==> src/rtl/oc_clock_meter.sv <==
// Clock presence/frequency meter: decodes a chip-wide clock ID, counts that clock's
// synchronized tick pulses over a fixed window of local cycles, and returns the count.
module oc_clock_meter #(
    parameter int NumSeRef     = 2,
    parameter int NumDiffRef   = 2,
    parameter int NumPll       = 4,
    parameter int WindowCycles = 100000,
    parameter int CountWidth   = 32
) (
    input  logic                  clock,
    input  logic                  reset,
    input  logic                  req_valid,
    output logic                  req_ready,
    input  logic [31:0]           req_clock_id,
    input  logic [NumSeRef-1:0]   tick_se,
    input  logic [NumDiffRef-1:0] tick_diff,
    input  logic [NumPll-1:0]     tick_pll,
    output logic                  resp_valid,
    input  logic                  resp_ready,
    output logic                  resp_error,
    output logic [31:0]           resp_clock_id,
    output logic [CountWidth-1:0] resp_count
);

    localparam int              WinW    = $clog2(WindowCycles);
    localparam logic [WinW-1:0] WinLoad = WinW'(WindowCycles - 1);

    typedef enum logic [1:0] {
        S_IDLE,
        S_DECODE,
        S_MEASURE,
        S_RESPOND
    } state_e;

    typedef enum logic [1:0] {
        CLS_SE,
        CLS_DIFF,
        CLS_PLL
    } cls_e;

    // Counting stops at all-ones so a very fast clock reads as "at least" rather than wrapping.
    function automatic logic [CountWidth-1:0] sat_inc(input logic [CountWidth-1:0] v);
        if (&v) begin
            return v;
        end
        return v + CountWidth'(1);
    endfunction

    state_e                state_q, state_d;
    logic                  req_ready_q, req_ready_d;
    logic [31:0]           id_q, id_d;
    cls_e                  cls_q, cls_d;
    logic [6:0]            idx_q, idx_d;
    logic [WinW-1:0]       win_q, win_d;
    logic [CountWidth-1:0] cnt_q, cnt_d;
    logic                  resp_valid_q, resp_valid_d;
    logic                  resp_error_q, resp_error_d;
    logic [CountWidth-1:0] resp_count_q, resp_count_d;

    logic                  dec_ok;
    cls_e                  dec_cls;
    logic [31:0]           dec_off;
    logic                  tick_sel;
    logic [CountWidth-1:0] cnt_next;

    // Class ranges are 100 IDs wide; IDs past the implemented count of a class are errors.
    always_comb begin
        dec_ok  = 1'b0;
        dec_cls = CLS_SE;
        dec_off = id_q;
        if (id_q < 32'd100) begin
            dec_cls = CLS_SE;
            dec_off = id_q;
            dec_ok  = dec_off < 32'(NumSeRef);
        end else if (id_q < 32'd200) begin
            dec_cls = CLS_DIFF;
            dec_off = id_q - 32'd100;
            dec_ok  = dec_off < 32'(NumDiffRef);
        end else if (id_q < 32'd300) begin
            dec_cls = CLS_PLL;
            dec_off = id_q - 32'd200;
            dec_ok  = dec_off < 32'(NumPll);
        end
    end

    always_comb begin
        tick_sel = 1'b0;
        case (cls_q)
            CLS_SE: begin
                for (int i = 0; i < NumSeRef; i++) begin
                    if (idx_q == 7'(i)) tick_sel = tick_se[i];
                end
            end
            CLS_DIFF: begin
                for (int i = 0; i < NumDiffRef; i++) begin
                    if (idx_q == 7'(i)) tick_sel = tick_diff[i];
                end
            end
            CLS_PLL: begin
                for (int i = 0; i < NumPll; i++) begin
                    if (idx_q == 7'(i)) tick_sel = tick_pll[i];
                end
            end
            default: tick_sel = 1'b0;
        endcase
    end

    assign cnt_next = tick_sel ? sat_inc(cnt_q) : cnt_q;

    always_comb begin
        state_d      = state_q;
        req_ready_d  = 1'b0;
        id_d         = id_q;
        cls_d        = cls_q;
        idx_d        = idx_q;
        win_d        = win_q;
        cnt_d        = cnt_q;
        resp_valid_d = resp_valid_q;
        resp_error_d = resp_error_q;
        resp_count_d = resp_count_q;
        case (state_q)
            S_IDLE: begin
                req_ready_d = 1'b1;
                if (req_valid && req_ready_q) begin
                    req_ready_d  = 1'b0;
                    id_d         = req_clock_id;
                    cnt_d        = '0;
                    resp_error_d = 1'b0;
                    resp_count_d = '0;
                    state_d      = S_DECODE;
                end
            end
            S_DECODE: begin
                cls_d = dec_cls;
                idx_d = dec_off[6:0];
                if (dec_ok) begin
                    win_d   = WinLoad;
                    state_d = S_MEASURE;
                end else begin
                    resp_error_d = 1'b1;
                    resp_count_d = '0;
                    resp_valid_d = 1'b1;
                    state_d      = S_RESPOND;
                end
            end
            S_MEASURE: begin
                // The final window cycle's tick is folded straight into the response.
                cnt_d = cnt_next;
                if (win_q == '0) begin
                    resp_count_d = cnt_next;
                    resp_error_d = 1'b0;
                    resp_valid_d = 1'b1;
                    state_d      = S_RESPOND;
                end else begin
                    win_d = win_q - WinW'(1);
                end
            end
            S_RESPOND: begin
                if (resp_ready) begin
                    resp_valid_d = 1'b0;
                    req_ready_d  = 1'b1;
                    state_d      = S_IDLE;
                end
            end
            default: state_d = S_IDLE;
        endcase
    end

    always_ff @(posedge clock or posedge reset) begin
        if (reset) begin
            state_q      <= S_IDLE;
            req_ready_q  <= 1'b0;
            id_q         <= '0;
            cls_q        <= CLS_SE;
            idx_q        <= '0;
            win_q        <= '0;
            cnt_q        <= '0;
            resp_valid_q <= 1'b0;
            resp_error_q <= 1'b0;
            resp_count_q <= '0;
        end else begin
            state_q      <= state_d;
            req_ready_q  <= req_ready_d;
            id_q         <= id_d;
            cls_q        <= cls_d;
            idx_q        <= idx_d;
            win_q        <= win_d;
            cnt_q        <= cnt_d;
            resp_valid_q <= resp_valid_d;
            resp_error_q <= resp_error_d;
            resp_count_q <= resp_count_d;
        end
    end

    assign req_ready     = req_ready_q;
    assign resp_valid    = resp_valid_q;
    assign resp_error    = resp_error_q;
    assign resp_clock_id = id_q;
    assign resp_count    = resp_count_q;

endmodule

==> config.mk <==
export PLATFORM = sky130hd
export DESIGN_NAME = oc_clock_meter
export DESIGN_NICKNAME = d
export VERILOG_FILES = /design/src/rtl/oc_clock_meter.sv
export SDC_FILE = /design/constraint.sdc
export NUM_CORES = 1
export LEC_CHECK = 0
export CAP_MARGIN = 20
export CORE_MARGIN = 2
export CORE_UTILIZATION = 55
export DETAILED_ROUTE_END_ITERATION = 10
export PLACE_DENSITY = 0.81
export SYNTH_ARGS = -nofsm -noshare
export SYNTH_HDL_FRONTEND = slang
export SYNTH_SLANG_ARGS = --single-unit
==> constraint.sdc <==
create_clock -name clock -period 12.8 [get_ports clock]
set_clock_uncertainty 0.2 [all_clocks]
set_input_delay 1.92 -clock clock [delete_from_list [all_inputs] [get_ports clock]]
set_output_delay 1.92 -clock clock [all_outputs]
set_load 0.02 [all_outputs]
After elaboration in Yosys (flattened, before gate mapping)
Cells that the tools add are included.

Reductions and logical operators: 16. Multiplexer cells: 45. Equality and inequality tests: 14. Order comparisons: 6. Add/sub/neg operators: 4.

Operators by type and width (number): $mux W32 (6); $pmux W32 S3 (1); $lt A32 B2 Y1 const B (2); $pmux W32 S2 (1); $mux W17 (2); $pmux W17 S2 (1); $add A32 B1 Y32 const B (1); $lt A32 B3 Y1 const B (1); $lt A32 B7 Y1 const B (1); $lt A32 B8 Y1 const B (1); $lt A32 B9 Y1 const B (1); $reduce_and A32 Y1 (1); $sub A32 B7 Y32 const B (1); $sub A32 B8 Y32 const B (1); $mux W7 (3); $mux W1 (20); $logic_not A17 Y1 (1); $sub A17 B1 Y17 const B (1); $eq A7 B2 Y1 const B (2); $mux W2 (6); $ne A2 B2 Y1 const B (6); $pmux W1 S3 (3); $pmux W2 S4 (1); $reduce_and A4 Y1 (2); other kinds (11) (19).

Output and inout bits: 67. Logic and storage cells: 95. Flip-flop bits (word level): 127. Input port bits: 44.

Logic depth before layout (Yosys ltp)
Depth in word-level cells: 9. Gate-level depth with buffers: 12. Depth with buffers taken out: 9.

Least setup slack after synthesis
No wires, ideal clock.

Path type: input to register. Start: input tick_pll[3]. End: register resp_count_q[17], in the netlist resp_count[17]. Buffers on the path: 1. Arrival: 3.756 ns. Required time: 12.475 ns. Library setup time: 0.125 ns. Cell stages on the path: 8. Path slack: 8.719 ns. Path through: mux2i_1 > a211oi_1 > o211ai_1 > or4_1 > buf_2 > o21a_1 > o21a_1 > mux2_2.

Cells in the longest elaborated chain, start to end: 5.

RTL lines: start, declared (RTL line 17) `input logic [NumPll-1:0] tick_pll,`; $mux W1 (RTL line 101) `if (idx_q == 7'(i)) tick_sel = tick_pll[i];`; $pmux W1 S3 (RTL line 88) `case (cls_q)`; $mux W32 (RTL line 108) `assign cnt_next = tick_sel ? sat_inc(cnt_q) : cnt_q;`; $mux W32 (RTL line 149) `if (win_q == '0) begin`; $pmux W32 S3 (RTL line 121) `case (state_q)`; end signal, assigned (RTL line 191) `resp_count_q <= resp_count_d;`; end, declared (RTL line 58) `logic [CountWidth-1:0] resp_count_q, resp_count_d;`.

Every way passes these cells. The select of a mux whose other input is x is not followed. A chain may end at the register's enable or synchronous reset.

Final worst setup path
Same ends and word-level chain as after synthesis.

==> flow_metrics.tcl <==
set metrics [dict create \
    crit_path_end_kind "register" \
    outcome "finished clean" \
    clk_pin_slew_worst_paths_ps 60 \
    setup_viol 0 \
    crit_path_start_kind "primary input" \
    synth-seq-cells 127 \
    switching_share_pct 23.2 \
    wirelength_mm 18.7 \
    hold_viol_final 0 \
    first_pass_iters 5 \
    clk_path_buf_depth 2 \
    vias_per_cell 6.20 \
    cts.root.buffer_cell "clkbuf_16" \
    p_leak_nw 3.74 \
    die_h_um 118 \
    cts.sinks 127 \
    synth-main-ff-cell "dfrtp_1" \
    finalPower_w 0.000927 \
    grt_first_pass_wirelength_mm 30.4 \
    synth-seq-area-share_pct 44.4 \
    gp_congestion 0.909 \
    cts_tree "done" \
    path_max_fanout 10 \
    portBuffers 110 \
    pwr-share-comb_pct 6.2 \
    ir_drop_v 0.0000974 \
    max-slew-margin-rel_pct 32.9 \
    grt_pass1_vias 6152 \
    worst_pin_slew_ps 993 \
    h-tree-depth 4 \
    rsz0062_at_grt "false" \
    hold_path_class "reg -> reg" \
    n_fill_cell 970 \
    drive_above_1_share_pct 11.1 \
    clock.fmax_mhz 219 \
    drv_slew 0 \
    required_ps 12900 \
    vias 6391 \
    num_rows 41 \
    syn_avg_cell_area_sq_um 9.48 \
    cts_buffers 17 \
    initial_core_util_pct 56.5 \
    ant_nets 0 \
    design.die.area_sq_mm 0.0139 \
    ctsHoldBuffers 0 \
    grt_max_degree 83 \
    power.internal_w 0.000713 \
    nets 905 \
    p_clk_share_pct 48.3 \
    cp.arrival_ps 4680 \
    drv_cap 0 \
    cp_cell_sequence "clkdlybuf4s50_1 > mux2i_1 > a211oi_1 > o211ai_1 > or4_1 > o21a_1 > o21a_1 > mux2_2" \
    overflow 0 \
    clkLatencyLatePin_ps 420 \
    critical_path.most_common_cell "o21a_1" \
    p_switching_w 0.000215 \
    drc 0 \
    ios 111 \
    cp_top_family "compound AO/OA/AOI/OAI gates" \
    crit_slowest_cell "or4_1" \
    cts_resized 0 \
    p_per_area_mw_per_mm2 104 \
    multi_input_area_sq_mm 0.00371 \
    slowest_delay_ps 820 \
    yosys_warnings 0 \
    path_buf_inv 1 \
    core-area_sq_mm 0.0127 \
    worstSetupPathType "in -> reg" \
    post-route-min-period_ps 4570 \
    min_period_over_period_pct 35.7 \
    area_growth_pct 24.7 \
    netlist_area_sq_mm 0.00715 \
    synth.distinct_cells 70 \
    most-common-layout-cells "dfrtp_1 (127), clkdlybuf4s50_1 (110), o21ai_0 (70)" \
    track_usage_pct 27.3 \
    synth_edf_count 0 \
    wl_per_cell_um 18.1 \
    mostFrequentLayoutCell "dfrtp_1" \
    antenna_found_initial 0 \
    drt_iter0_drc 567 \
    die_w_um 118 \
    syn_inst 755 \
    syn_nets 814 \
    antenna_cells 0 \
    p_seq_share_pct 45.5 \
    postCtsSetupBuffers 0 \
    final-seq-area_sq_mm 0.00318 \
    async_flop_share_pct 100 \
    dp_hpwl_mm 12.8 \
    tns_ps 0 \
]
## sequential cells by signal, indices dropped and copies added, names as in the netlist
name,count
cnt_q,32
state_q,2
win_q,17
resp_error,1
cls_q,2
idx_q,7
resp_valid,1
req_ready,1
resp_clock_id,32
resp_count,32
## layout make-up
type	instances	area share, %
clock buffer	21	5.16
clock inverter	11	1.02
inverter	21	0.912
multi-input combinational	560	41.6
sequential	127	35.6
tap	172	2.41
timing repair buffer	119	13.3
## worst register-to-register path: stages, from the launching register on
cell,delay [ps]
dfrtp_1,410
nor4_1,640
nor4b_1,350
a21boi_2,360
nand4b_1,480
a211oi_4,380
buf_4,360
or2_1,830
o21ai_0,210
## cells in the mapped netlist, drive strengths merged, types with 21 or more instances
cell type | count | area, sq um
inv | 21 | 78.8
nand2 | 69 | 259
clkbuf | 35 | 131
mux2 | 38 | 428
a21oi | 24 | 120
dfrtp | 127 | 3180
xnor2 | 22 | 193
nor2 | 63 | 239
o21ai | 70 | 350
## metrics by stage
stage | cells | util, % | setup slack [ps] | cell area (sq um) | hold WS, ps
4_1_cts | 1030 | 70.2 | 8240 | 8890 | 289
2_1_floorplan | 755 | - | 7300 | 7150 | 268
3_3_place_gp | 998 | 65.8 | 7920 | 8340 | 267
3_5_place_dp | 998 | 65.8 | 7810 | 8340 | 272
5_1_grt | 1031 | 70.4 | 8050 | 8920 | 308
6_report | 1031 | 70.4 | 8230 | 8920 | 287
## power by group through the flow
stage	clock network (W)	registers (W)	logic, W
detailed placement	0	0.000429	0.0000567
finish	0.000448	0.000422	0.0000578
floorplan	0	0.000419	0.0000425
CTS	0.000455	0.000422	0.0000572
global placement	0	0.000428	0.0000554
global route	0.000475	0.000423	0.0000641
## cells by family (layout without fill, tap and decap cells)
| group | after synthesis | after routing | share of synthesized area, % |
|---|---|---|---|
| compound gates | 187 | 187 | 17.1 |
| xor+xnor | 33 | 33 | 4.04 |
| fa+ha+maj | 15 | 15 | 2.62 |
| buf+inv | 68 | 172 | 3.99 |
| flops | 127 | 127 | 44.4 |
| mux | 55 | 55 | 8.36 |
| simple gates | 270 | 270 | 19.5 |
## routing by layer
layer / track usage [%] / vias to the layer above / wire (um)
met3: 6.88 / 38 / 1350
met5: 0 / - / 0
met4: 10.1 / 0 / 352
met2: 43.8 / 272 / 9110
li1: - / 2945 / -
met1: 35.8 / 3136 / 7890
## path summary, 6_finish.rpt
| check | from | endpoint | slack (ps) | cells past startpoint |
|---|---|---|---|---|
| worst min register to register | resp_count[1]$_DFFE_PP0P_ | resp_count[1]$_DFFE_PP0P_ | 290 | 1 |
| worst max register to register | resp_clock_id[9]$_DFFE_PP0P_ | resp_count[8]$_DFFE_PP0P_ | 8410 | 8 |
| max in group asynchronous | reset | resp_count[11]$_DFFE_PP0P_ | 9600 | 4 |
| worst min-delay path | resp_count[1]$_DFFE_PP0P_ | resp_count[1]$_DFFE_PP0P_ | 290 | 1 |
| worst max-delay path | tick_pll[3] | resp_count[17]$_DFFE_PP0P_ | 8230 | 8 |
| min in group asynchronous | reset | resp_count[27]$_DFFE_PP0P_ | 1710 | 2 |
No activity file was read; power rests on OpenSTA's default activity.
